**src/rtl/async_uart.sv**
```systemverilog
`timescale 1ns/1ps
// async_uart: 8N1 UART transmitter and receiver on one clock, bit period round(ClkFrequency/Baud).
// Define ASYNC_UART_FRAME_ERR_EN to add the RxD_frame_err stop-bit error pulse output.
module async_uart #(
  parameter int ClkFrequency = 10000000,
  parameter int Baud         = 19200
) (
  input  logic       clk,
  input  logic       rst_n,
  input  logic       RxD,
  output logic       RxD_data_ready,
  output logic [7:0] RxD_data,
  output logic       TxD,
  input  logic       TxD_start,
  input  logic [7:0] TxD_data,
  output logic       TxD_busy
`ifdef ASYNC_UART_FRAME_ERR_EN
  ,
  output logic       RxD_frame_err
`endif
);

  localparam int DIV = (ClkFrequency + Baud / 2) / Baud;
  localparam int CW  = $clog2(DIV);
  localparam logic [CW-1:0] DIV_LAST  = CW'(DIV - 1);
  localparam logic [CW-1:0] HALF_LAST = CW'(DIV / 2 - 1);
  localparam logic [CW-1:0] CNT_ZERO  = CW'(0);
  localparam logic [CW-1:0] CNT_ONE   = CW'(1);

  localparam logic [1:0] RX_IDLE  = 2'd0;
  localparam logic [1:0] RX_START = 2'd1;
  localparam logic [1:0] RX_DATA  = 2'd2;
  localparam logic [1:0] RX_STOP  = 2'd3;

  logic          r_tx_busy;
  logic          r_txd;
  logic [7:0]    r_tx_shift;
  logic [CW-1:0] r_tx_cnt;
  logic [3:0]    r_tx_bit;
  logic          w_tx_accept;
  logic          w_tx_tick;

  logic          r_rx_meta;
  logic          r_rx_sync;
  logic          r_rx_prev;
  logic [1:0]    r_rx_state;
  logic [CW-1:0] r_rx_cnt;
  logic [2:0]    r_rx_bit;
  logic [7:0]    r_rx_shift;
  logic          r_rx_brk;
  logic [7:0]    r_rx_data;
  logic          r_rx_ready;
  logic          w_rx_fall;
  logic          w_rx_tick;
  logic          w_rx_half;

  assign w_tx_accept = TxD_start & ~r_tx_busy;
  assign w_tx_tick   = (r_tx_cnt == DIV_LAST);

  // Transmit shifter; r_tx_bit is the frame slot on the line (0 start, 1-8 data, 9 stop).
  always_ff @(posedge clk or negedge rst_n) begin
    if (!rst_n) begin
      r_tx_busy  <= 1'b0;
      r_txd      <= 1'b1;
      r_tx_shift <= 8'h00;
      r_tx_cnt   <= CNT_ZERO;
      r_tx_bit   <= 4'd0;
    end else if (w_tx_accept) begin
      r_tx_busy  <= 1'b1;
      r_txd      <= 1'b0;
      r_tx_shift <= TxD_data;
      r_tx_cnt   <= CNT_ZERO;
      r_tx_bit   <= 4'd0;
    end else if (r_tx_busy) begin
      if (w_tx_tick) begin
        r_tx_cnt <= CNT_ZERO;
        if (r_tx_bit == 4'd9) begin
          r_tx_busy <= 1'b0;
          r_txd     <= 1'b1;
        end else begin
          r_tx_bit <= r_tx_bit + 4'd1;
          if (r_tx_bit == 4'd8) begin
            r_txd <= 1'b1;
          end else begin
            r_txd      <= r_tx_shift[0];
            r_tx_shift <= {1'b0, r_tx_shift[7:1]};
          end
        end
      end else begin
        r_tx_cnt <= r_tx_cnt + CNT_ONE;
      end
    end
  end

  // Two-flop synchronizer plus a history flop for falling-edge detection.
  always_ff @(posedge clk or negedge rst_n) begin
    if (!rst_n) begin
      r_rx_meta <= 1'b1;
      r_rx_sync <= 1'b1;
      r_rx_prev <= 1'b1;
    end else begin
      r_rx_meta <= RxD;
      r_rx_sync <= r_rx_meta;
      r_rx_prev <= r_rx_sync;
    end
  end

  assign w_rx_fall = r_rx_prev & ~r_rx_sync;
  assign w_rx_tick = (r_rx_cnt == DIV_LAST);
  assign w_rx_half = (r_rx_cnt == HALF_LAST);

  // Receive FSM; r_rx_brk holds STOP after a framing error until the line returns high.
  always_ff @(posedge clk or negedge rst_n) begin
    if (!rst_n) begin
      r_rx_state <= RX_IDLE;
      r_rx_cnt   <= CNT_ZERO;
      r_rx_bit   <= 3'd0;
      r_rx_shift <= 8'h00;
      r_rx_brk   <= 1'b0;
      r_rx_data  <= 8'h00;
      r_rx_ready <= 1'b0;
    end else begin
      r_rx_ready <= 1'b0;
      case (r_rx_state)
        RX_IDLE: begin
          r_rx_cnt <= CNT_ZERO;
          r_rx_brk <= 1'b0;
          if (w_rx_fall) begin
            r_rx_state <= RX_START;
          end
        end
        RX_START: begin
          if (w_rx_half) begin
            r_rx_cnt   <= CNT_ZERO;
            r_rx_bit   <= 3'd0;
            r_rx_state <= r_rx_sync ? RX_IDLE : RX_DATA;
          end else begin
            r_rx_cnt <= r_rx_cnt + CNT_ONE;
          end
        end
        RX_DATA: begin
          if (w_rx_tick) begin
            r_rx_cnt   <= CNT_ZERO;
            r_rx_shift <= {r_rx_sync, r_rx_shift[7:1]};
            r_rx_bit   <= r_rx_bit + 3'd1;
            if (r_rx_bit == 3'd7) begin
              r_rx_state <= RX_STOP;
            end
          end else begin
            r_rx_cnt <= r_rx_cnt + CNT_ONE;
          end
        end
        RX_STOP: begin
          if (r_rx_brk) begin
            if (r_rx_sync) begin
              r_rx_brk   <= 1'b0;
              r_rx_state <= RX_IDLE;
            end
          end else if (w_rx_tick) begin
            r_rx_cnt <= CNT_ZERO;
            if (r_rx_sync) begin
              r_rx_data  <= r_rx_shift;
              r_rx_ready <= 1'b1;
              r_rx_state <= RX_IDLE;
            end else begin
              r_rx_brk <= 1'b1;
            end
          end else begin
            r_rx_cnt <= r_rx_cnt + CNT_ONE;
          end
        end
        default: begin
          r_rx_state <= RX_IDLE;
        end
      endcase
    end
  end

`ifdef ASYNC_UART_FRAME_ERR_EN
  logic r_rx_ferr;

  // One-cycle pulse when the stop bit is sampled low.
  always_ff @(posedge clk or negedge rst_n) begin
    if (!rst_n) begin
      r_rx_ferr <= 1'b0;
    end else begin
      r_rx_ferr <= (r_rx_state == RX_STOP) & ~r_rx_brk & w_rx_tick & ~r_rx_sync;
    end
  end

  assign RxD_frame_err = r_rx_ferr;
`endif

  assign TxD            = r_txd;
  assign TxD_busy       = r_tx_busy;
  assign RxD_data       = r_rx_data;
  assign RxD_data_ready = r_rx_ready;

endmodule

```
**config.mk**
```make
export PLATFORM = sky130hd
export DESIGN_NAME = async_uart
export DESIGN_NICKNAME = d
export VERILOG_FILES = /design/src/rtl/async_uart.sv
export SDC_FILE = /design/constraint.sdc
export NUM_CORES = 1
export LEC_CHECK = 0
export ABC_AREA = 0
export CAP_MARGIN = 20
export CORE_UTILIZATION = 30
export CTS_CLUSTER_DIAMETER = 80
export DETAILED_ROUTE_END_ITERATION = 7
export SLEW_MARGIN = 10
export SYNTH_ARGS = -nofsm -noshare
export SYNTH_HDL_FRONTEND = slang
export SYNTH_SLANG_ARGS = --single-unit
```
**constraint.sdc**
```tcl
create_clock -name clk -period 2.21 [get_ports clk]
set_input_delay 0.442 -clock clk [delete_from_list [all_inputs] [get_ports clk]]
set_output_delay 0.442 -clock clk [all_outputs]
set_load 0.05 [all_outputs]
```
==> qor.yml <==
timing:
  fmax_mhz: 470
  worst_slew_pin_slew_ps: 567
  clock_skew_ps: 11.9
  finalHoldViolations: 0
  setup-tns-final_ps: 0
  setup_viol: 0
  post-route-period-util: 0.962
  post-route-min-period_ps: 2130
  rsz0062_at_grt: "no"
  slew_viol_final: 0
  maxSlewHeadroom: 0.619
floorplan:
  io_pins: 23
  initial_utilization: 0.315
  die_h_um: 101
  die-width_um: 101
  rows: 35
  coreArea_mm2: 0.00942
  die_area_mm2: 0.0103
logic_synthesis:
  async_flop_share: 1.00
  synth_simple_gate_area_frac: 0.182
  synth_area_mm2: 0.00296
  synth_top_family_by_area: "simple AND/OR/NAND/NOR gates"
  yosysUniqueCellTypes: 47
  synthAdderAreaFrac: 0.0549
  avgSynthCellArea_um2: 10.5
  ys_seq_area_frac: 0.508
  synth_ff_type: "dfrtp_1"
  synth_compound_area_frac: 0.134
  synth_seq_cells: 60
  yosys_warnings: 0
  synth_edf_count: 0
  syn-num-nets: 306
  synth.area.mux_share: 0.0709
  postSynthCellCount: 281
  synth-xor-area-share: 0.0207
clock_network:
  cts.sinks: 60
  cts_tree: "built"
  clock_path_buffers: 2
  ctsHoldBuffers: 0
  clkSlewWorstSetupHoldPaths_ps: 80
  clock-root-buffer: "clkbuf_8"
  cts_buffers: 9
  clkLatencyLatePin_ps: 340
  cts_max_level: 3
power:
  leakage_nw: 1.61
  p_per_area_mw_per_mm2: 878
  peakVddDrop_mv: 0.355
route:
  highest_layer: "met4"
  wl_met2_um: 2650
  wire_per_inst_um: 12.5
  route.final.wire_length_um: 5700
  wl_met3_um: 215
  drt-vias-per-instance: 4.83
  drt-initial-drc-count: 92
  drcViolationCount: 0
  first_pass_iters: 4
  wl_met1_um: 2770
  vias: 2197
  antenna_left: 0
hold_path:
  hold_class: "input pin to asynchronous set/reset pin"
grt:
  antenna_found_initial: 0
  grt_max_degree: 61
  grt_overflow: 0
  grt_pass1_wl_um: 10100
  grt_pass1_vias: 2182
  grt_usage: 0.127
setup_path:
  cp.required_ps: 2420
  crit_type: "flip-flop to flip-flop"
  crit_path_max_fanout: 6
  crit_arrival_ps: 2340
  crit_path_cell_trace: "ha_1 > or4bb_4 > nor3_4 > o32a_2 > nor2_1 > a22o_1"
  cp-end-kind: "flip-flop"
  path_buf_inv: 0
  start_kind: "flip-flop"
  cp_slowest_cell: "or4bb_4"
  path_delay_family: "simple AND/OR/NAND/NOR gates"
  slowest_delay_ps: 580
status:
  status: "completed"
cells_and_area:
  design_area_mm2: 0.00362
  layout_commonest_cell: "dfrtp_1"
  antenna_cells: 0
  layout-drive-gt1-share: 0.181
  mostFrequentLayoutCells: "dfrtp_1, nand2_1, nor2_1"
  post-route-util: 0.384
  area_growth_pct: 22.1
  nets: 346
place:
  gp_congestion: 0.856
  io_buffer_count: 22
  hpwl_um: 3910
  placed_area_mm2: 0.00341
flow_run:
  max-cap-violations: 0
cells in the mapped netlist, types with 2 or more instances:
| master | count | share of area |
|---|---|---|
| nand4b_1 | 2 | 0.0059 |
| a22o_1 | 6 | 0.018 |
| a31oi_1 | 8 | 0.017 |
| o2bb2ai_1 | 2 | 0.0059 |
| nand2_1 | 30 | 0.038 |
| dfstp_2 | 4 | 0.035 |
| nor3_1 | 4 | 0.0068 |
| or4_4 | 2 | 0.0076 |
| o21ai_0 | 18 | 0.030 |
| and3_1 | 5 | 0.011 |
| nand3_1 | 9 | 0.015 |
| buf_6 | 2 | 0.0076 |
| o31ai_1 | 5 | 0.013 |
| mux2_2 | 8 | 0.030 |
| mux2_4 | 8 | 0.041 |
| dfrtp_1 | 56 | 0.47 |
| or3_1 | 3 | 0.0063 |
| nand2b_1 | 3 | 0.0063 |
| clkbuf_1 | 2 | 0.0025 |
| nand4_1 | 6 | 0.013 |
| nor2_1 | 27 | 0.034 |
| a21oi_1 | 10 | 0.017 |
| inv_1 | 14 | 0.018 |
| ha_1 | 13 | 0.055 |
| nor2b_1 | 6 | 0.013 |
| nor4_1 | 2 | 0.0042 |
| xor2_1 | 6 | 0.018 |
metrics by stage:
| step | hold slack (ps) | total power [W] | std cells | setup WS [ps] |
|---|---|---|---|---|
| global route | 113 | 0.00342 | 455 | 25.1 |
| global placement | 346 | 0.00229 | 437 | 152 |
| floorplan | 146 | 0.00207 | 281 | 221 |
| CTS | 96.7 | 0.00321 | 453 | 55.5 |
| detailed placement | 347 | 0.00232 | 437 | 70.9 |
| finish | 85.1 | 0.00318 | 455 | 83.1 |
layout make-up:
type	instances	area [um^2]
clock buffers	9	124
inverters	14	52.6
flip-flops and latches	60	1510
repair buffers	34	343
clock inverters	7	52.6
multi-input cells	202	1380
well taps	129	161
fillers	939	5800
path summary, 6_finish.rpt:
| check | startpoint | endpoint | slack (ps) | depth (start not counted) |
|---|---|---|---|---|
| max in group asynchronous | rst_n | r_rx_sync | 1800 | 2 |
| min | rst_n | r_tx_cnt[8] | 90 | 2 |
| min in group clk | r_rx_meta | r_rx_sync | 360 | 0 |
| max | r_rx_cnt[0] | r_rx_cnt[2] | 80 | 6 |
| max reg2reg | r_rx_cnt[0] | r_rx_cnt[2] | 80 | 6 |
| min reg2reg | r_rx_meta | r_rx_sync | 360 | 0 |
sequential cells by signal, indices dropped and copies added (netlist names), named ones only:
name and flops:
RxD_data 8, r_tx_cnt 10, r_rx_bit 3, r_rx_brk 1
r_rx_shift 8, r_rx_state 1, r_rx_cnt 10, TxD 1
r_rx_sync 1, r_tx_bit 4, r_tx_shift 8, r_rx_prev 1
RxD_data_ready 1, TxD_busy 1, r_rx_meta 1
cell families (layout without fill, tap and decap cells):
logic type,count (synthesis),in the layout
compound gates,60,60
xor+xnor,7,7
fa+ha+maj,13,13
mux,16,16
buf+inv,19,64
flops,60,60
simple gates,106,106
where the power goes:
| group | switching [W] | leakage, nW | total (W) | internal, W |
|---|---|---|---|---|
| clock network | 0.000458 | 0.0896 | 0.000869 | 0.000411 |
| logic | 0.000453 | 0.739 | 0.000792 | 0.000339 |
| registers | 0.000198 | 0.779 | 0.00152 | 0.00132 |
| total | 0.00111 | 1.61 | 0.00318 | 0.00207 |
what timing repair did:
item                       4_1_cts  5_1_grt
setup endpoints to repair        0        7
setup buffers                    0        2
resized for setup                0        2
metal layers:
| layer | global-route usage | up-vias |
|---|---|---|
| li1 | - | 1079 |
| met5 | 0 | - |
| met1 | 0.165 | 1076 |
| met3 | 0.0469 | 7 |
| met2 | 0.196 | 35 |
| met4 | 0.0379 | 0 |
No activity file was read; power rests on OpenSTA's default activity.
